<file path="config.mk">
export PLATFORM = sky130hd
export DESIGN_NAME = spad_regfile
export DESIGN_NICKNAME = d
export VERILOG_FILES = /design/src/rtl/spad_regfile_pkg.sv /design/src/rtl/spad_regfile_bank.sv /design/src/rtl/spad_regfile.sv
export SDC_FILE = /design/constraint.sdc
export NUM_CORES = 1
export LEC_CHECK = 0
export ABC_AREA = 1
export ABC_CLOCK_PERIOD_IN_PS = 6500
export CORE_MARGIN = 2
export CORE_UTILIZATION = 30
export DETAILED_ROUTE_END_ITERATION = 16
export PLACE_DENSITY_LB_ADDON = 0.1
export SLEW_MARGIN = 30
export SYNTH_ARGS = -nofsm -noshare
export SYNTH_HDL_FRONTEND = slang
export SYNTH_HIERARCHICAL = 1
export SYNTH_SLANG_ARGS = --single-unit
export TNS_END_PERCENT = 50
</file>
<file path="constraint.sdc">
create_clock -name clk_h -period 6.5 [get_ports clk_h]
set_clock_uncertainty 0.05 [all_clocks]
set_input_delay 0.975 -clock clk_h [delete_from_list [all_inputs] [get_ports clk_h]]
set_output_delay 0.975 -clock clk_h [all_outputs]
set_load 0.005 [all_outputs]
</file>
<file path="src/rtl/spad_regfile_pkg.sv">
// Shared types and constants for the scratchpad register file.
package spad_regfile_pkg;

    localparam int BYTE_W = 8;

    typedef enum logic {
        ST_CLEAR = 1'b0,
        ST_IDLE  = 1'b1
    } state_e;

endpackage

</file>
<file path="src/rtl/spad_regfile_bank.sv">
// One byte-writable register bank with an asynchronous (combinational) read port.
module spad_bank
    import spad_regfile_pkg::*;
#(
    parameter int DATA_W = 32,
    parameter int ADDR_W = 4
) (
    input  logic                     clk_h,
    input  logic                     we_h,
    input  logic [ADDR_W-1:0]        addr_h,
    input  logic [DATA_W/BYTE_W-1:0] be_h,
    input  logic [DATA_W-1:0]        wdata_h,
    output logic [DATA_W-1:0]        rdata_h
);

    localparam int NBYTES = DATA_W / BYTE_W;
    localparam int DEPTH  = 2 ** ADDR_W;

    logic [DATA_W-1:0] mem_q [DEPTH];

    always_ff @(posedge clk_h) begin
        if (we_h) begin
            for (int b = 0; b < NBYTES; b++) begin
                if (be_h[b]) begin
                    mem_q[addr_h][b*BYTE_W +: BYTE_W] <= wdata_h[b*BYTE_W +: BYTE_W];
                end
            end
        end
    end

    assign rdata_h = mem_q[addr_h];

endmodule

</file>
<file path="src/rtl/spad_regfile.sv">
// Multi-bank scratchpad register file: clear sequencer, write-first read bypass,
// and an active-low registered read bus.
module spad_regfile
    import spad_regfile_pkg::*;
#(
    parameter int DATA_W = 32,
    parameter int ADDR_W = 4,
    parameter int NBANKS = 2
) (
    input  logic                                  clk_h,
    input  logic                                  rst_h,
    input  logic [ADDR_W-1:0]                     mspa_h,
    input  logic [(NBANKS>1 ? $clog2(NBANKS):1)-1:0] bank_h,
    input  logic [DATA_W-1:0]                     wbus_h,
    input  logic [DATA_W/8-1:0]                   spw_l,
    input  logic                                  mcs_l,
    input  logic                                  clr_h,
    output logic [DATA_W-1:0]                     mbus_l,
    output logic                                  mbus_oe_h,
    output logic                                  busy_h
);

    localparam int NBYTES = DATA_W / BYTE_W;
    localparam int DEPTH  = 2 ** ADDR_W;
    localparam int TOTAL  = NBANKS * DEPTH;
    localparam int BANK_W = (NBANKS > 1) ? $clog2(NBANKS) : 1;
    localparam int PTR_W  = $clog2(TOTAL);
    localparam logic [PTR_W-1:0] PTR_LAST = PTR_W'(TOTAL - 1);

    state_e            state_q, state_d;
    logic [PTR_W-1:0]  ptr_q, ptr_d;
    logic [DATA_W-1:0] mbus_q, mbus_d;
    logic              oe_q, oe_d;

    logic              idle;
    logic              bank_ok;
    logic [NBANKS-1:0] sel;
    logic [NBANKS-1:0] bank_we;
    logic [ADDR_W-1:0] bank_addr;
    logic [NBYTES-1:0] bank_be;
    logic [DATA_W-1:0] bank_wdata;
    logic [DATA_W-1:0] rdata [NBANKS];
    logic [DATA_W-1:0] rd_old;
    logic [DATA_W-1:0] rd_new;

    // Bank port steering: the clear sequencer owns every bank port while busy.
    always_comb begin
        idle = (state_q == ST_IDLE);
        for (int i = 0; i < NBANKS; i++) begin
            sel[i] = (bank_h == BANK_W'(i));
        end
        bank_ok = |sel;
        if (idle) begin
            bank_addr  = mspa_h;
            bank_be    = ~spw_l;
            bank_wdata = wbus_h;
            bank_we    = sel;
        end else begin
            bank_addr  = ptr_q[ADDR_W-1:0];
            bank_be    = '1;
            bank_wdata = '0;
            for (int i = 0; i < NBANKS; i++) begin
                bank_we[i] = ((ptr_q >> ADDR_W) == PTR_W'(i));
            end
        end
    end

    for (genvar i = 0; i < NBANKS; i++) begin : g_bank
        spad_bank #(
            .DATA_W (DATA_W),
            .ADDR_W (ADDR_W)
        ) u_bank (
            .clk_h   (clk_h),
            .we_h    (bank_we[i]),
            .addr_h  (bank_addr),
            .be_h    (bank_be),
            .wdata_h (bank_wdata),
            .rdata_h (rdata[i])
        );
    end

    // Read mux plus per-byte write-first bypass; read and write share one address.
    always_comb begin
        rd_old = '0;
        for (int i = 0; i < NBANKS; i++) begin
            if (sel[i]) begin
                rd_old = rdata[i];
            end
        end
        for (int b = 0; b < NBYTES; b++) begin
            rd_new[b*BYTE_W +: BYTE_W] = spw_l[b] ? rd_old[b*BYTE_W +: BYTE_W]
                                                  : wbus_h[b*BYTE_W +: BYTE_W];
        end
        mbus_d = '1;
        oe_d   = 1'b0;
        if (idle && bank_ok && !mcs_l) begin
            mbus_d = ~rd_new;
            oe_d   = 1'b1;
        end
    end

    always_comb begin
        state_d = state_q;
        ptr_d   = ptr_q;
        case (state_q)
            ST_CLEAR: begin
                ptr_d = ptr_q + PTR_W'(1);
                if (ptr_q == PTR_LAST) begin
                    state_d = ST_IDLE;
                    ptr_d   = '0;
                end
            end
            ST_IDLE: begin
                if (clr_h) begin
                    state_d = ST_CLEAR;
                    ptr_d   = '0;
                end
            end
        endcase
    end

    always_ff @(posedge clk_h) begin
        if (rst_h) begin
            state_q <= ST_CLEAR;
            ptr_q   <= '0;
            mbus_q  <= '1;
            oe_q    <= 1'b0;
        end else begin
            state_q <= state_d;
            ptr_q   <= ptr_d;
            mbus_q  <= mbus_d;
            oe_q    <= oe_d;
        end
    end

    assign mbus_l    = mbus_q;
    assign mbus_oe_h = oe_q;
    assign busy_h    = (state_q == ST_CLEAR);

endmodule

</file>
After elaboration in Yosys (flattened, before gate mapping). Memories as Yosys holds them, arrays and structs flattened. Cells that the tools add are included.

Add/subtract/negate cells: 1. Multipliers: 0. Divide/modulo/power cells: 0. Order comparisons: 0. Eq/ne operators: 2. Shift operators: 0. Muxes and demuxes: 36. Bitwise operators: 5. Reduce and logical (&&, ||, !) cells: 4.

Operators by type and width (number): 2-to-1 mux 32 bit (2); 2-to-1 mux 8 bit (4); NOT 32 bit (1); 2-to-1 mux 1 bit (23); 2-to-1 mux 5 bit (2); case mux 5 bit (2 select lines) (1); 2-to-1 mux 4 bit (2); adder 5 x 1 -> 5 bit, second input constant (1); == test 5 bit, second input constant (1); logical NOT 5 bit (1); NOT 4 bit (1); NOT 1 bit (3); 2-to-1 mux 2 bit (1); != test 2 bit, second input constant (1); case mux 1 bit (2 select lines) (1); OR reduction 2 bit (1); logical AND 1 bit (1); logical NOT 1 bit (1).

Flip-flop bits (word level): 39. Bits in latches: 0. Bits in writable memories: 1024. Memory bits (read-only): 0. Input port bits: 45. Output and inout port bits: 34. Word-level logic and storage cells: 54. Memories: 2.

Memories: g_bank[0].u_bank.mem_q (depth 16, width 32, rd ports 1, clocked after memory_dff 0, wr ports 1, RTL line spad_regfile_bank.sv:19) `logic [DATA_W-1:0] mem_q [DEPTH];`; g_bank[1].u_bank.mem_q (depth 16, width 32, rd ports 1, clocked after memory_dff 0, wr ports 1, RTL line spad_regfile_bank.sv:19).

Longest topological paths before layout. Gate-level depths: netlist of the first run.

Depth after elaboration: 5. Mapped depth: 19. Depth with buffers taken out: 15.

By module. Netlist of the first run, hierarchy kept.

Modules (own cells, without submodules): spad_bank (times used 2, cells each 2152, area an instance 21759.6 um^2, sequential area each 15374.7 um^2); spad_regfile (times used 1, cells each 303, area an instance 2019.4 um^2, sequential area each 780.7 um^2).

Worst setup path before layout of the first run. OpenSTA, ideal clock, no wires.

Path type: in2reg. From: in mspa_h[3]. To: mem g_bank[0].u_bank.mem_q[10][0], enable pin. Setup time: 370 ps. Arrival: 2403 ps. Required time: 6080 ps. Path slack: 3676 ps. Stages: 7. Buffers on the path: 1. Path through: nand2_1 -> o21ai_0 -> inv_1 -> nor2_2 -> buf_2 -> nand2_1 -> nor2_1.

Cells in the longest elaborated chain, start to end: 1.

RTL lines: start: declaration (RTL line spad_regfile.sv:12) `input logic [ADDR_W-1:0] mspa_h,`; 2-to-1 mux 4 bit (RTL line spad_regfile.sv:53) `if (idle) begin`; via bank_addr[3] (RTL line spad_regfile.sv:39) `logic [ADDR_W-1:0] bank_addr;`; end: declaration (RTL line spad_regfile_bank.sv:19).

The timed path passes the listed nets, and every way through them passes these cells.

Worst setup path in the final report of the first run.
From: reg state_q, in the netlist idle. To: mem g_bank[0].u_bank.mem_q[0][14], enable pin.

Elaborated cells on any way between the ends: 6. Those cells by class: mux (6).

RTL lines: start: declaration (RTL line spad_regfile.sv:30) `state_e state_q, state_d;`; start signal: assignment (RTL line spad_regfile.sv:129) `state_q <= state_d;`; 2-to-1 mux 4 bit (RTL line spad_regfile.sv:53); via bank_addr[2] (RTL line spad_regfile.sv:39).

The timed path passes the listed nets, and every way through them passes these cells.

==> results.md, run 1 <==
- FILL cells: 15370
- Leakage: 21.49 nW
- Cells after synthesis: 4607
- Clock insertion delay at the later pin of the skew report: 0.74 ns
- Root buffer cell: clkbuf_16
- Setup bufs post-CTS: 0
- H-tree lvl count: 3
- Worst IR Drop VDD: 229.6 uV
- Hold path cells: 2
- Launch point of the worst reg-to-reg path: idle
- Family with the most delay on the worst path: simple AND/OR/NAND/NOR gates
- Share of layout cells above drive strength 1: 6.069%
- # port buffers: 78
- Total power: 15.40 mW
- First-pass GRT wire length: 207800 um
- RePlAce Congestion: 0.7667
- HP Start: ptr_q[3]
- Fin. Hold Viols: 0
- Ant. Diodes: 0
- Worst Reg-to-Reg Cells: 6
- Routed WL per cell: 20.97 um
- CTS tree: yes
- Critical path startpoint category: flop
- Status: finished clean
- Final period util: 61.61%
- Power Dens Cells: 295.3 nW/um2
- Worst path max stage delay: 0.85 ns
- DRT met1 WL: 67080 um
- DR WL met2: 65230 um
- ANT nets after route: 0
- Fin. max-slew vios: 0
- Slew margin rel.: 33.86%
- Total CTS buffers: 121
- CTS sink cnt: 1063
- Top cell by count, worst path: nand2_1
- First-pass detailed-route iteration total: 5
- Die height: 393.6 um
- Area after DPL: 48320 um2
- Clock buffer depth: 3
- Via Count: 30560
- Top Layer Used: met5
- Worst slew pin tran: 0.9884 ns
- Yosys warning total: 6
- Final core occ: 34.71%
- Die X: 393.6 um
- R2r endpoint: g_bank[0].u_bank/mem_q[0][14]
- Post_cts resized: 0
- CP max FO: 21
- Synth Register Bits: 1063
- Register area share after synthesis: 69.24%
- Core box area: 150300 um2
- Worst setup EP type: flop
- Routed WL: 142500 um
- Largest net degree at the start of global routing: 178
- Non-filler cells, final: 6794
- Vias in the first global route: 30110
- Critical path class: flop to flop
- Worst EP arrival: 4.30 ns
- R2r setup slk: 2.50 ns
- WHS Endpoint: ptr_q[3]
- WP data required: 6.79 ns
- Initial core utilization: 30.30%
- Crit path time final: 4.005 ns
- DRC Markers: 0
- Global Route Usage Sum: 18.14%
- Cell variety after synth: 21
- Final nets: 4721
- MaxCap Viol Count: 0
- RSZ-0062 raised after global routing: false
- I/O Pins: 79
- Std cell rows: 142
- Initial antenna violation count: 1
- Vias/cell: 4.497
- Die area: 154900 um2
- Final Instance Area: 52170 um2
- Final setup vio count: 0
- Post-placement cell count: 6566
- Slowest cell on the critical path: nor2_1
- Mean Syn Cell Area: 9.885 um2
- Worst path cell trace: inv_2, nand2_1, nand2_1, nor2_4, nand2_1, nor2_1
- Gr ovfl total: 0
- Syn_nets: 4654
- WP buf/inv: 1
- CTS Hold Buffers Added: 0
- Total negative setup slack: 0 ns
- Cell Area, Synth: 45540 um2
- Metal3 WL: 6250 um
- 1st-iter DRT viols: 2403
- Clock-pin slew on the worst setup and hold paths: 0.06 ns
- Fmax: 249.7 MHz
- HPWL after detailed placement: 84500 um
- Area grow syn2layout: 14.56%
- Hold/Removal Path Class: flop to flop
==> Yosys cell counts <==
master	instances	area (um2)
nand2_1	2916	10950
edfxtp_1	1024	30750
inv_1	171	641.9
nor2_1	131	491.7
buf_2	119	595.6
buf_4	53	397.9
clkbuf_1	40	150.1
dfxtp_1	39	780.8
nand3_1	34	170.2
o211ai_1	32	240.2
buf_6	15	168.9
nor2_2	12	75.07
a21oi_1	5	25.02
o21ai_0	4	20.02
inv_2	3	11.26
clkinv_1	2	7.510
ha_1	2	25.02
inv_4	2	12.51
a211oi_1	1	7.510
nand4_1	1	6.260
nor3_4	1	16.27
==> sequential cells by signal (all words and copies together) (netlist names) <==
signal               cells
ptr_q                    5
mbus_l                  32
g_bank.u_bank/mem_q   1024
mbus_oe_h                1
idle                     1
==> cell families (layout without fill, tap and decap cells) <==
group / Yosys count / count (layout) / share of synthesized area [%]
and+or+nand+nor: 3095 / 3095 / 25.70
buffers and inverters: 405 / 576 / 4.360
AOI/OAI and AO/OA: 42 / 42 / 0.6429
adders and majority gates: 2 / 2 / 0.05494
DFF: 1063 / 1063 / 69.24
==> cell usage in the layout, fill, tap and decap left out, types with 2 or more instances in the layout <==
cell	n
inv_2	2
ha_1	2
buf_12	4
nor2_4	6
dfxtp_1	38
clkdlybuf4s50_1	76
buf_4	87
nand3_1	34
inv_8	2
edfxtp_1	1024
inv_1	166
o21ai_1	2
clkinv_2	26
nand2_4	2
clkbuf_8	2
inv_16	2
nand2_1	2914
inv_4	2
o21ai_0	2
inv_6	2
o211ai_1	32
clkinv_1	30
clkbuf_16	122
bufinv_16	9
buf_2	2
clkinvlp_4	3
nor2_1	125
a21oi_1	5
nor2_2	12
clkbuf_1	36
==> tightest hold or removal path, cell delays in order, from the launching register on <==
cell and delay [ns]:
dfxtp_1 0.32, nand2_1 0.06, a21oi_1 0.06
==> layer usage <==
| metal | vias up | global-route usage (%) |
|---|---|---|
| li1 | 14860 | - |
| met5 | - | 0 |
| met2 | 599 | 28.93 |
| met1 | 14920 | 25.45 |
| met4 | 2 | 5.706 |
| met3 | 172 | 2.625 |
==> power breakdown <==
part / switching (mW) / total [mW] / internal (mW)
clock: 2.81 / 6.63 / 3.82
sequential: 0.0166 / 7.50 / 7.48
combinational: 0.943 / 1.27 / 0.332
total: 3.77 / 15.4 / 11.6
==> worst max-delay path by stage <==
stage                                          end  startpoint  cells past startpoint
floorplan            g_bank[0].u_bank/mem_q[10][0]   mspa_h[3]                      7
global placement    g_bank[1].u_bank/mem_q[11][23]   mspa_h[1]                      8
detailed placement  g_bank[1].u_bank/mem_q[11][23]   mspa_h[1]                      8
CTS                 g_bank[1].u_bank/mem_q[11][21]        idle                      8
global route                            mbus_l[31]        idle                     14
finish               g_bank[0].u_bank/mem_q[0][14]        idle                      6
==> final cells by class <==
cell class / instances / area, um2 / area share [%]
Tap cell: 2016 / 2522 / 4.835
Clock inverter: 67 / 586.8 / 1.125
Inverter: 178 / 688.2 / 1.319
Clock buffer: 160 / 3216 / 6.164
Sequential cell: 1063 / 31530 / 60.44
Timing Repair Buffer: 171 / 1543 / 2.957
Multi-Input combinational cell: 3139 / 12080 / 23.16
==> per-stage QoR <==
step | hold WS (ns) | setup WS (ns)
2_1_floorplan | 0.3977 | 3.676
3_3_place_gp | 0.4213 | 1.756
3_5_place_dp | 0.4308 | 1.798
4_1_cts | 0.4401 | 2.368
5_1_grt | 0.4609 | 2.294
6_report | 0.4372 | 2.495
No activity file was read; power rests on OpenSTA's default activity.
==> run 2, diff against run 1 <==
--- a/config.mk
+++ b/config.mk
@@ -6,7 +6,7 @@
 export NUM_CORES = 1
 export LEC_CHECK = 0
 export ABC_AREA = 1
-export ABC_CLOCK_PERIOD_IN_PS = 6500
+export ABC_CLOCK_PERIOD_IN_PS = 3800
 export CORE_MARGIN = 2
 export CORE_UTILIZATION = 30
 export DETAILED_ROUTE_END_ITERATION = 16
==> constraint.sdc (replaced) <==
create_clock -name clk_h -period 3.8 [get_ports clk_h]
set_clock_uncertainty 0.05 [all_clocks]
set_input_delay 0.57 -clock clk_h [delete_from_list [all_inputs] [get_ports clk_h]]
set_output_delay 0.57 -clock clk_h [all_outputs]
set_load 0.005 [all_outputs]
==> run 2 against run 1 <==
- sequential power rose by 71%
- combinational power rose by 81%
- sequential share of layout area fell by 2.1 points
- power rose by 75%
- die area did not move
- flip-flop and latch count did not move
- register-to-register slack got worse by 2.0 ns
- non-clock buffer count rose by 180
- critical path depth rose by 3
- critical path type unchanged
- largest cell class unchanged
- highest routed layer unchanged
==> results.md, run 2 (synthesized netlist as in run 1, its figures left out) <==
- Fin. max-slew vios: 0
- R2r setup slk: 0.52 ns
- Final setup margin: 0.5202 ns
- Launch point of the worst reg-to-reg path: idle
- Power Dens Cells: 499.0 nW/um2
- I/O Pins: 79
- Fin. Hold Viols: 0
- Total negative setup slack: 0 ns
- ANT nets after route: 0
- H-tree lvl count: 4
- Vias in the first global route: 30160
- HPWL after detailed placement: 87530 um
- 1st-iter DRT viols: 2143
- Largest Register: g_bank.u_bank/mem_q
- Place WS: 0.2182 ns
- Total CTS buffers: 130
- Final setup vio count: 0
- Via Count: 30920
- Hold/Removal Path Class: input pin to flop
- Setup bufs post-CTS: 0
- Crit path time final: 3.280 ns
- CTS Hold Buffers Added: 0
- Worst EP arrival: 3.67 ns
- CTS tree: yes
- Hold path cells: 2
- Final Instance Area: 54080 um2
- Die X: 393.6 um
- Share of layout cells above drive strength 1: 9.507%
- DR WL met2: 65470 um
- Final nets: 4910
- Vias/cell: 4.428
- Die area: 154900 um2
- Std cell rows: 142
- Worst IR Drop VDD: 346.6 uV
- Gr ovfl total: 0
- RePlAce Congestion: 0.7823
- RSZ-0062 raised after global routing: false
- Most common cell after layout, fill and taps aside: nand2_1
- Largest net degree at the start of global routing: 107
- Global Route Usage Sum: 18.18%
- Area grow syn2layout: 18.77%
- WP data required: 4.19 ns
- Clock buffer depth: 3
- Routed WL: 142600 um
- Die height: 393.6 um
- Clock-pin slew on the worst setup and hold paths: 0.06 ns
- CTS sink cnt: 1063
- DRT met1 WL: 67280 um
- Critical path startpoint category: flop
- # port buffers: 78
- DRC Markers: 0
- Worst setup EP type: flop
- Worst Reg-to-Reg Cells: 9
- Leakage: 22.66 nW
- CP max FO: 53
- Initial core utilization: 30.30%
- Fmax: 304.9 MHz
- Root buffer cell: clkbuf_16
- Post_cts resized: 0
- Routed WL per cell: 20.43 um
- Metal3 WL: 6488 um
- Critical path class: flop to flop
- Slew margin rel.: 41.38%
- Core box area: 150300 um2
- Most frequent cells in the layout: nand2_1, edfxtp_1, buf_4
- First-pass detailed-route iteration total: 5
- R2r endpoint: g_bank[0].u_bank/mem_q[11][6]
- Area after DPL: 50050 um2
- Final period util: 86.31%
- MaxCap Viol Count: 0
- First-pass GRT wire length: 207800 um
- HP Start: wbus_h[19]
- Largest register FFs: 1024
- Total power: 26.99 mW
- WHS Endpoint: mbus_l[19]
- Top Layer Used: met5
- Initial antenna violation count: 6
- Clock insertion delay at the later pin of the skew report: 0.75 ns
- Worst slew pin tran: 0.8761 ns
- Status: finished clean
run 2: cell types whose count changed in the layout (fill, tap and decap cells not counted), sizes merged:
cell           change
bufinv             -3
buf              +179
clkdlybuf4s50      +1
clkbuf            +19
inv                +4
clkinvlp           -2
diode              +1
clkinv            -11
run 2: through the flow:
stage                     hold slack (ns)  util (%)  std cells
after CTS                          0.3018     35.98       6981
after global routing               0.3303     35.98       6981
after floorplan                    0.3977         -       4607
after global placement             0.4262     33.30       6747
final                              0.3692     35.98       6982
after detailed placement           0.4318     33.30       6747
run 2: final cells by class:
| class | count | area [um2] |
|---|---|---|
| well taps | 2016 | 2522 |
| clock buffers | 179 | 3606 |
| repair buffers | 351 | 3238 |
| diodes | 1 | 2.502 |
| inverters | 178 | 688.2 |
| clock inverters | 55 | 425.4 |
| multi-input cells | 3139 | 12070 |
| flip-flops and latches | 1063 | 31530 |
| fillers | 15290 | 96220 |
run 2: how the worst max path moves through the flow:
stage	endpoint	depth (start not counted)	startpoint	slack (ns)
after CTS	mbus_l[26]	13	idle	0.50
after global placement	g_bank[1].u_bank/mem_q[1][1]	10	mspa_h[0]	0.22
after detailed placement	g_bank[1].u_bank/mem_q[1][4]	10	mspa_h[0]	0.22
after global routing	g_bank[0].u_bank/mem_q[15][29]	9	idle	0.33
final	g_bank[0].u_bank/mem_q[11][6]	9	idle	0.52
after floorplan	g_bank[0].u_bank/mem_q[10][0]	7	idle	1.21
run 2: power by group:
part           internal, mW  switching [mW]  leakage (nW)
registers              12.8          0.0282          9.26
logic                 0.676            1.62          11.4
clock network          7.03            4.84          1.98
run 2: per-layer routing:
metal  up-vias  track usage (%)
li1      15250                -
met1     14900            25.40
met2       592            28.80
met3       177            3.369
met4         2            5.193
met5         -                0
run 2: critical path, cell delays in order, from the launching register on:
cell and delay, ns:
dfxtp_2 0.55, buf_4 0.44, nand2_1 0.24, nand2_4 0.27
buf_12 0.34, nand2_1 0.08, inv_1 0.14, nand2_1 0.39
nor2_1 0.21, buf_4 0.21
==> run 3, diff against run 2 <==
--- a/config.mk
+++ b/config.mk
@@ -6,7 +6,7 @@
 export NUM_CORES = 1
 export LEC_CHECK = 0
 export ABC_AREA = 1
-export ABC_CLOCK_PERIOD_IN_PS = 3800
+export ABC_CLOCK_PERIOD_IN_PS = 3500
 export CORE_MARGIN = 2
 export CORE_UTILIZATION = 30
 export DETAILED_ROUTE_END_ITERATION = 16
==> constraint.sdc (replaced) <==
create_clock -name clk_h -period 3.5 [get_ports clk_h]
set_clock_uncertainty 0.05 [all_clocks]
set_input_delay 0.525 -clock clk_h [delete_from_list [all_inputs] [get_ports clk_h]]
set_output_delay 0.525 -clock clk_h [all_outputs]
set_load 0.005 [all_outputs]
==> run 3 against run 2 <==
- die area is the same
- register-to-register slack lost 0.28 ns
- highest routed layer is now met4
- non-clock buffer count increased by 8
- sequential power grew 9%
- wire length increased by 0.78%
- critical path type unchanged
- combinational power increased by 12%
- worst setup slack got worse by 0.28 ns
- power grew 7.2%
- flip-flop and latch count unchanged
- critical endpoint is now g_bank[0].u_bank/mem_q[2][30]
- fmax increased by 0.68%
==> results.md, run 3 (synthesized netlist as in run 1, its figures left out) <==
- HPWL after detailed placement: 88610 um
- 1st-iter DRT viols: 2201
- CP max FO: 22
- Total negative setup slack: 0 ns
- Core box area: 150300 um2
- Vias in the first global route: 30500
- Slew margin rel.: 45.70%
- Via Count: 30710
- Combinational power share: 8.9%
- Final setup vio count: 0
- Ant. Diodes: 0
- Setup bufs post-CTS: 0
- Area grow syn2layout: 18.94%
- Die area: 154900 um2
- Initial core utilization: 30.30%
- HP Start: clr_h
- Worst path cell trace: buf_4, nand2_1, nand2_4, inv_4, nor2_2, nand2_1, nor2_1, buf_4
- Most frequent cells in the layout: nand2_1, edfxtp_1, buf_4
- Critical path depth: 8
- WP data required: 3.87 ns
- Clock Power Share: 43.0%
- Hold/Removal Path Class: input pin to flop
- FILL cells: 15220
- Total power: 28.94 mW
- Root buffer cell: clkbuf_16
- RSZ-0062 raised after global routing: false
- MaxCap Viol Count: 0
- Sw Pwr: 6.987 mW
- Worst EP arrival: 3.63 ns
- Std cell rows: 142
- RePlAce Congestion: 0.7854
- First-pass detailed-route iteration total: 5
- Initial antenna violation count: 3
- Clock-pin slew on the worst setup and hold paths: 0.06 ns
- DRC Markers: 0
- Pint: 21.95 mW
- Post_cts resized: 0
- Launch point of the worst reg-to-reg path: idle
- Routed WL per cell: 20.60 um
- Global Route Usage Sum: 18.32%
- Post-placement cell count: 6755
- Critical path startpoint category: flop
- CTS Hold Buffers Added: 0
- Power Dens Cells: 534.2 nW/um2
- Worst setup EP type: flop
- Critical path class: flop to flop
- Fmax: 307.0 MHz
- Clock buffer depth: 3
- R2r setup slk: 0.24 ns
- Final nets: 4908
- Fin. Hold Viols: 0
- Final period util: 93.08%
- Family with the most delay on the worst path: simple AND/OR/NAND/NOR gates
- Hold path cells: 2
- Slowest cell on the critical path: buf_4
- CTS sink cnt: 1063
- WHS Endpoint: idle
- H-tree lvl count: 3
- ANT nets after route: 0
- Die X: 393.6 um
- Non-filler cells, final: 6978
- I/O Pins: 79
- Worst Reg-to-Reg Cells: 8
- Fin. max-slew vios: 0
- Clock insertion delay at the later pin of the skew report: 0.74 ns
- Die height: 393.6 um
- Final setup margin: 0.2423 ns
- Worst hold margin: 0.3293 ns
- Worst path max stage delay: 0.44 ns
- Place WS: -0.03423 ns
- Most common cell after layout, fill and taps aside: nand2_1
- WP buf/inv: 3
- R2r endpoint: g_bank[0].u_bank/mem_q[2][30]
- Total CTS buffers: 120
- Largest Register: g_bank.u_bank/mem_q
- Worst slew pin tran: 0.8125 ns
- Sequential share of power: 48.1%
- CTS tree: yes
- Largest register FFs: 1024
- Crit path time final: 3.258 ns
- Status: finished clean
- Largest net degree at the start of global routing: 57
- Worst IR Drop VDD: 383.3 uV
- Leakage: 22.69 nW
- Switching Fraction: 24.15%
- First-pass GRT wire length: 210000 um
- # port buffers: 78
- Routed WL: 143700 um
- Gr ovfl total: 0
- Vias/cell: 4.401
- Share of layout cells above drive strength 1: 9.532%
-- run 3: changes by cell type in the layout (fill, tap and decap cells not counted), moves of 2 or more --
cell	previous run	this run
inv_6	5	2
buf_4	240	231
bufinv_16	6	9
clkbuf_1	40	34
buf_12	33	50
inv_1	168	170
clkbuf_8	2	12
clkbuf_16	137	122
-- run 3: how the worst max path moves through the flow --
stage                                          end  startpoint
floorplan            g_bank[0].u_bank/mem_q[10][0]        idle
global placement    g_bank[0].u_bank/mem_q[10][16]   mspa_h[3]
detailed placement  g_bank[0].u_bank/mem_q[11][19]   mspa_h[3]
CTS                   g_bank[0].u_bank/mem_q[6][4]        idle
global route         g_bank[1].u_bank/mem_q[8][15]        idle
finish               g_bank[0].u_bank/mem_q[2][30]        idle
-- run 3: layout make-up --
| class | count | area (um2) | area share [%] |
|---|---|---|---|
| Timing Repair Buffer | 359 | 3511 | 6.482 |
| Clock buffer | 168 | 3346 | 6.177 |
| Multi-Input combinational cell | 3139 | 12070 | 22.28 |
| Sequential cell | 1063 | 31530 | 58.21 |
| Tap cell | 2016 | 2522 | 4.657 |
| Inverter | 178 | 688.2 | 1.270 |
| Clock inverter | 55 | 499.2 | 0.9217 |
-- run 3: through the flow --
| step | util (%) | cell area [um2] |
|---|---|---|
| 6_report | 36.04 | 54170 |
| 5_1_grt | 36.04 | 54170 |
| 4_1_cts | 36.04 | 54170 |
| 3_5_place_dp | 33.48 | 50320 |
| 3_3_place_gp | 33.48 | 50320 |
| 2_1_floorplan | - | 45540 |
-- run 3: power by group through the flow --
stage / logic, mW / registers (mW) / clock network (mW)
finish: 2.57 / 13.9 / 12.4
global route: 2.91 / 13.9 / 13.2
CTS: 2.63 / 13.9 / 12.8
detailed placement: 2.62 / 14.2 / 0
global placement: 2.64 / 14.2 / 0
floorplan: 1.60 / 14.2 / 0
-- run 3: layer usage --
metal | up-vias | part of all wire (%) | global-route usage, %
li1 | 15250 | - | -
met1 | 14750 | 47 | 25.29
met2 | 524 | 47 | 29.89
met3 | 183 | 4.2 | 2.596
met4 | 0 | 2.5 | 5.453
met5 | - | 0 | 0
